`src/rtl/gray_pkg.sv`:
```
// Shared Gray-code helpers and count-mode constants for the gray counter
// and any CDC receiver that needs to decode a sampled Gray pointer.
package gray_pkg;

  // Widest counter the helpers cover; callers size-cast to their own width.
  localparam int MAX_WIDTH = 32;

  typedef logic [MAX_WIDTH-1:0] word_t;

  // Values for the WRAP parameter of gray_counter.
  localparam int WRAP_MODE = 1;
  localparam int SAT_MODE  = 0;

  // Binary to Gray: each Gray bit is the XOR of two adjacent binary bits.
  function automatic word_t bin2gray(input word_t bv);
    return bv ^ (bv >> 1);
  endfunction

  // Gray to binary: prefix XOR running down from the MSB.
  // Zero-extended upper bits contribute nothing, so any width up to MAX_WIDTH works.
  function automatic word_t gray2bin(input word_t gv);
    word_t bv;
    bv[MAX_WIDTH-1] = gv[MAX_WIDTH-1];
    for (int i = MAX_WIDTH - 2; i >= 0; i--) begin
      bv[i] = bv[i+1] ^ gv[i];
    end
    return bv;
  endfunction

endpackage

```
`src/rtl/gray2bin_conv.sv`:
```
// Combinational Gray-to-binary decoder. Used on the counter's load path and
// reusable by a receiving clock domain to decode a synchronised Gray pointer.
module gray2bin_conv
  import gray_pkg::*;
#(
  parameter int WIDTH = 4
) (
  input  logic [WIDTH-1:0] gray,
  output logic [WIDTH-1:0] bin
);

  // Widen to the package word, decode, then trim back to our width.
  assign bin = WIDTH'(gray2bin(word_t'(gray)));

endmodule

```
`src/rtl/gray_counter.sv`:
```
// Registered up/down Gray-code counter with a parallel binary view.
// Supports synchronous load in binary or Gray form and either wraps or
// saturates at the range ends. The Gray output comes straight from a flop so
// it can be sampled safely by another clock domain.
module gray_counter
  import gray_pkg::*;
#(
  parameter int               WIDTH     = 4,
  parameter int               WRAP      = WRAP_MODE,
  parameter logic [WIDTH-1:0] RESET_VAL = '0
) (
  input  logic             clk,
  input  logic             rst_n,
  input  logic             en,
  input  logic             up,
  input  logic             load,
  input  logic             load_gray,
  input  logic [WIDTH-1:0] load_val,
  output logic [WIDTH-1:0] g,
  output logic [WIDTH-1:0] b,
  output logic             tc,
  output logic             wrap,
  output logic             sat
);

  localparam logic [WIDTH-1:0] MAX_VAL = '1;
  localparam logic [WIDTH-1:0] ZERO    = '0;
  localparam logic [WIDTH-1:0] ONE     = {{(WIDTH - 1){1'b0}}, 1'b1};
  localparam logic [WIDTH-1:0] RST_G   = WIDTH'(bin2gray(word_t'(RESET_VAL)));

  logic [WIDTH-1:0] load_bin;
  logic [WIDTH-1:0] b_next;
  logic [WIDTH-1:0] g_next;
  logic             wrap_next;
  logic             sat_next;

  // Decode a Gray-coded load value; only used when load_gray is set.
  gray2bin_conv #(
    .WIDTH(WIDTH)
  ) u_load_dec (
    .gray(load_val),
    .bin (load_bin)
  );

  // Terminal count follows the live direction input, not a registered copy.
  assign tc = (up && (b == MAX_VAL)) || (!up && (b == ZERO));

  // Next-state selection: load beats counting; at the range end either wrap or hold.
  always_comb begin
    b_next    = b;
    wrap_next = 1'b0;
    sat_next  = 1'b0;
    if (load) begin
      b_next = load_gray ? load_bin : load_val;
    end else if (en) begin
      if (!tc) begin
        b_next = up ? (b + ONE) : (b - ONE);
      end else if (WRAP == WRAP_MODE) begin
        b_next    = up ? ZERO : MAX_VAL;
        wrap_next = 1'b1;
      end else begin
        sat_next = 1'b1;
      end
    end
  end

  // Gray image of the next binary value, so g and b land on the same edge.
  always_comb begin
    g_next = WIDTH'(bin2gray(word_t'(b_next)));
  end

  // State and flag registers; reset acts immediately without a clock.
  always_ff @(posedge clk or negedge rst_n) begin
    if (!rst_n) begin
      b    <= RESET_VAL;
      g    <= RST_G;
      wrap <= 1'b0;
      sat  <= 1'b0;
    end else begin
      b    <= b_next;
      g    <= g_next;
      wrap <= wrap_next;
      sat  <= sat_next;
    end
  end

endmodule

```
`config.mk`:
```
export PLATFORM = sky130hd
export DESIGN_NAME = gray_counter
export DESIGN_NICKNAME = d
export VERILOG_FILES = /design/src/rtl/gray_pkg.sv /design/src/rtl/gray2bin_conv.sv /design/src/rtl/gray_counter.sv
export SDC_FILE = /design/constraint.sdc
export NUM_CORES = 1
export LEC_CHECK = 0
export ABC_AREA = 0
export BUFFER_PORTS_ARGS = -buffer_cell sky130_fd_sc_hd__buf_2
export CORE_UTILIZATION = 30
export DETAILED_ROUTE_END_ITERATION = 6
export PLACE_DENSITY = 0.6
export SETUP_SLACK_MARGIN = 0.1
export SYNTH_ARGS = -nofsm -noshare
export SYNTH_HDL_FRONTEND = slang
export SYNTH_SLANG_ARGS = --single-unit
```
`constraint.sdc`:
```
create_clock -name clk -period 1.8 [get_ports clk]
set_input_delay 0.18 -clock clk [delete_from_list [all_inputs] [get_ports clk]]
set_output_delay 0.18 -clock clk [all_outputs]
set_load 0.005 [all_outputs]
```
==> reports/summary.txt, run 1 <==
Place WS: 13.9 ps
Clock Tree Root: clkbuf_4
Post-synth EDFFs: 0
synthesis-to-layout area growth: 31.4%
post-layout util: 43.5%
Die H: 46.6 um
die width: 46.6 um
DR iter-0 viols: 5
placed cell count: 101
total wire length: 1.15 mm
ANT nets after route: 0
RSZ-0062 raised after global routing: yes
DRT Pass-1 Iters: 2
first-pass GRT wire length: 1.84 mm
Req. time, crit path: 1930 ps
Syn Area/Cell: 10.5 um2
gp weighted congestion: 0.794
Yosys reg bits: 8
share of the synthesized area in the top cell type: 33.5%
final max-slew violation count: 0
sequential element share of the synthesized area: 33.5%
Clock Sinks: 8
ranking of synthesized cells by area: dfrtp_1 (34%), xor2_1 (8.8%), xnor2_1 (7.3%)
total global routing overflow: 0
Initial Utilization: 33.1%
static leakage: 0.391 nW
Async SR Flop Fraction: 100%
Total Routing Usage GR: 12.5%
biggest area consumer among synthesized cells: dfrtp_1
endpoints failing setup: 0
Synth top cells by count: dfrtp_1 (8), inv_1 (6), xor2_1 (6), xnor2_1 (5), a21oi_1 (4)
Hold Violations, Final: 0
Layout Nets: 97
Syn Nets: 70
clock skew: 4.36 ps
H-tree Lvls: 1
DP Wirelength: 916 um
largest net degree at the start of global routing: 12
Syn Inst Count: 57
area of the die: 2170 um2
max-cap violation count: 0
Top FF cell, synth: dfrtp_1
min cycle time layout: 1790 ps
most common cell in the synthesized netlist: dfrtp_1
critical-path maximum fanout: 4
element type at the critical path end: register
core area: 1800 um2
DP Area: 726 um2
mapped cell area: 597 um2
Num CTS Buffers: 3
vias per inst: 4.41
TritonCTS clock tree: done
Clock transition at path regs: 50 ps
final critical-path share of the clock period: 99.6%
Worst VDD drop: 0.000439 V
clk buf depth: 2
WP data arrival: 1920 ps
Final Instance Area: 785 um2
Setup crit start kind: register
warnings from Yosys: 0
power per cell area: 1010 nW/um2
HP Class: input pin to register
status: finished, final reports clean
synth unique cells: 26
critical path class: register to register
ratio of cells with drive above 1 in the final layout: 41.5%
DR DRC count: 0
WL/cell: 10.8 um
clk_lat worst skew: 250 ps
diodes inserted: 0
vias in the first global route: 419
Final WS setup: 7.61 ps
PortBufs: 19
Max Freq: 558 MHz
antenna violations before repair: 0
vias: 472
FP Rows: 15
post-route non-filler standard cell count: 107
IO Pins: 21
-- layout by cell type, fill, tap and decap left out, types with 2 or more instances in the layout --
cell	netlist	layout
a21oi_1	4	3
inv_1	6	6
dfrtp_1	8	8
ha_1	2	2
nor2_1	3	3
xor2_1	6	6
buf_2	1	19
nand2_1	3	3
clkbuf_4	0	3
nor3b_1	2	2
buf_4	2	5
xnor2_1	5	4
-- critical path: stages, from the launching register on --
cell and delay, ps:
dfrtp_1 380, or4_4 520, mux2i_4 210, nor4b_1 80
a221o_1 330, xnor2_1 140
-- path summary, 6_finish.rpt --
path | startpoint | to | slack (ps) | depth (start not counted)
worst max-delay path | b[2]$_DFF_PN0_ | g[1]$_DFF_PN0_ | 8 | 5
worst min register to register | b[0]$_DFF_PN0_ | b[0]$_DFF_PN0_ | 770 | 4
worst min-delay path | en | wrap$_DFF_PN0_ | 220 | 3
min in group asynchronous | rst_n | b[2]$_DFF_PN0_ | 310 | 2
max in group asynchronous | rst_n | g[1]$_DFF_PN0_ | 1320 | 2
worst max register to register | b[2]$_DFF_PN0_ | g[1]$_DFF_PN0_ | 8 | 5
-- registers in the layout, indices dropped and copies added (netlist names) --
register	flops
wrap	1
g	3
b	4
-- what timing repair did --
| item | in CTS | in global routing |
|---|---|---|
| hold endpoints to repair | 8 | 0 |
| setup endpoints to repair | 5 | 5 |
| hold buffers | 1 | 0 |
| gates resized for setup | 1 | 2 |
| buffers inserted | 0 | 2 |
| pin swaps | 5 | 3 |
-- report_power, final --
group	switching [W]	internal (W)
Sequential	0.0000332	0.000233
Clock	0.0000594	0.0000762
Combinational	0.000182	0.000209
Total	0.000275	0.000519
-- stage by stage --
stage          hold WS [ps]  power (W)  setup TNS [ps]
2_1_floorplan          -116   0.000504               0
4_1_cts                 215   0.000773           -9.64
3_5_place_dp           33.6   0.000625               0
5_1_grt                 241   0.000870            -242
3_3_place_gp           30.5   0.000626           -29.0
6_report                219   0.000793               0
-- area by class of cell --
cell class | count | area, um2
Inverter | 6 | 22.5
Multi-Input combinational cell | 40 | 365
Fill cell | 189 | 1020
Clock buffer | 3 | 22.5
Timing Repair Buffer | 25 | 143
Sequential cell | 8 | 200
Tap cell | 25 | 31.3
-- logic make-up after synthesis --
group / synth area share, %
muxes: 3.77
other: 0.628
DFF: 33.5
xor gates and xnor gates: 20.1
adders and majority gates: 7.55
buffers and inverters: 7.13
AOI/OAI and AO/OA: 13.2
and+or+nand+nor: 14.0
-- per-layer routing --
metal	global-route usage (%)	up-vias	routed length [um]
met5	0	-	0
met4	5.88	0	24
met3	6.67	4	77
met2	17.8	23	551
met1	15.2	207	500
li1	-	238	-
Power figures use the tool's default switching activity.
==> run 2: changes to the inputs <==
--- a/config.mk
+++ b/config.mk
@@ -7,6 +7,7 @@
 export LEC_CHECK = 0
 export ABC_AREA = 0
 export BUFFER_PORTS_ARGS = -buffer_cell sky130_fd_sc_hd__buf_2
+export CORE_ASPECT_RATIO = 1.1
 export CORE_UTILIZATION = 30
 export DETAILED_ROUTE_END_ITERATION = 6
 export PLACE_DENSITY = 0.6
==> reports/summary.txt, run 2 (synthesis results as in run 1) <==
first-pass GRT wire length: 1.89 mm
Num CTS Buffers: 3
post-route non-filler standard cell count: 108
clock skew: 2.18 ps
Req. time, crit path: 1930 ps
vias per inst: 4.32
DP Area: 736 um2
IO Pins: 21
critical path class: register to register
endpoints failing setup: 1
clk_lat worst skew: 250 ps
FP Rows: 16
HP Class: input pin to register
Worst R2R Path Depth: 5
post-layout util: 42.2%
DR iter-0 viols: 1
Clock Tree Root: clkbuf_4
antenna violations before repair: 0
final critical-path share of the clock period: 100%
RSZ-0062 raised after global routing: yes
WP data arrival: 1930 ps
Largest register FFs: 4
Hold Violations, Final: 0
Final Instance Area: 768 um2
multi-input logic area: 354 um2
Die H: 48.8 um
ANT nets after route: 0
vias: 467
Seq. cell area: 200 um2
total global routing overflow: 0
static leakage: 0.380 nW
Max Freq: 555 MHz
CP Launch Point: b[2]$_DFF_PN0_
gp weighted congestion: 0.778
commonest non-fill, non-tap cell in the layout: buf_2
clk buf depth: 2
TritonCTS clock tree: done
Reg-to-Reg Start: b[2]$_DFF_PN0_
DR DRC count: 0
Final WS setup: -0.674 ps
area of the die: 2170 um2
Initial Utilization: 32.8%
met2 usage: 19.1%
ratio of cells with drive above 1 in the final layout: 38.3%
vias in the first global route: 466
Total Routing Usage GR: 11.5%
min cycle time layout: 1800 ps
Clock Sinks: 8
total wire length: 1.12 mm
Setup Fix Bufs, Post-CTS: 0
placed cell count: 104
DRT Pass-1 Iters: 2
H-tree Lvls: 1
final max-slew violation count: 0
Top Registers: b x4, g x3, wrap x1
critical-path maximum fanout: 5
met1 GRT Util: 14.4%
DP Wirelength: 946 um
Setup crit start kind: register
max-cap violation count: 0
CP endpoint: g[0]$_DFF_PN0_
largest net degree at the start of global routing: 12
PortBufs: 19
core area: 1820 um2
Reg with most FFs: b
power per cell area: 993 nW/um2
Layout Nets: 96
synthesis-to-layout area growth: 28.7%
GR Layer Usage met3: 1.11%
WL/cell: 10.4 um
die width: 44.5 um
element type at the critical path end: register
minimum setup slack among reg-to-reg paths: -0.7 ps
Critical R2R Capture: g[0]$_DFF_PN0_
Worst VDD drop: 0.000316 V
Top Usage Layer GRT: met2
Fillers: 182
Clock transition at path regs: 50 ps
commonest non-fill, non-tap cells in the layout: buf_2 (19), dfrtp_1 (8), inv_1 (6), xor2_1 (6), xnor2_1 (5)
failing checks: negative setup slack
status: finished, violations left
diodes inserted: 0
Final TNS setup: -0.674 ps
## run 2: cell count changes in the layout (fill, tap and decap cells not counted), sizes merged
cell / before / now
buf: 24 / 23
## run 2: report_power, final
group	switching [W]	total (W)	internal, W
Clock	0.0000592	0.000135	0.0000762
Combinational	0.000171	0.000361	0.000190
Sequential	0.0000330	0.000266	0.000233
## run 2: area by class of cell
type	count	share of cell area [%]
Sequential cell	8	26.1
Timing Repair Buffer	24	17.6
Multi-Input combinational cell	40	46.1
Inverter	6	2.93
Clock buffer	3	2.93
Tap cell	27	4.40
## run 2: timing repair
| item | CTS | global route |
|---|---|---|
| endpoints found under the setup margin | 5 | 7 |
| pin swaps | 2 | 1 |
| resized for setup | 1 | 0 |
| hold buffers | 1 | 0 |
| endpoints found under the hold margin | 8 | 0 |
## run 2: worst min path at each step
stage | from | to | depth (start not counted)
after floorplan | rst_n | b[0]$_DFF_PN0_ | 0
after global placement | rst_n | g[2]$_DFF_PN0_ | 1
after detailed placement | rst_n | g[2]$_DFF_PN0_ | 1
after CTS | en | wrap$_DFF_PN0_ | 3
after global routing | en | wrap$_DFF_PN0_ | 3
final | en | wrap$_DFF_PN0_ | 3
## run 2: through the flow
step                setup slack [ps]  hold WS (ps)  power, W
floorplan                       24.0          -116  0.000504
global placement               -6.00          32.3  0.000635
detailed placement             -3.64          31.0  0.000635
CTS                            -11.3           218  0.000777
global route                   -54.9           237  0.000818
finish                        -0.674           223  0.000763
## run 2: critical path, cell delays in order, from the launching register on
cell     delay [ps]
dfrtp_1         390
or4_4           520
mux2i_4         220
nor4b_1          80
a221o_1         320
xnor2_1         140
## run 2: layer usage
metal  wire length, um  share of wire (%)
met2               587                 52
met1               479                 43
met3                41                3.7
met5                 0                  0
met4                13                1.2
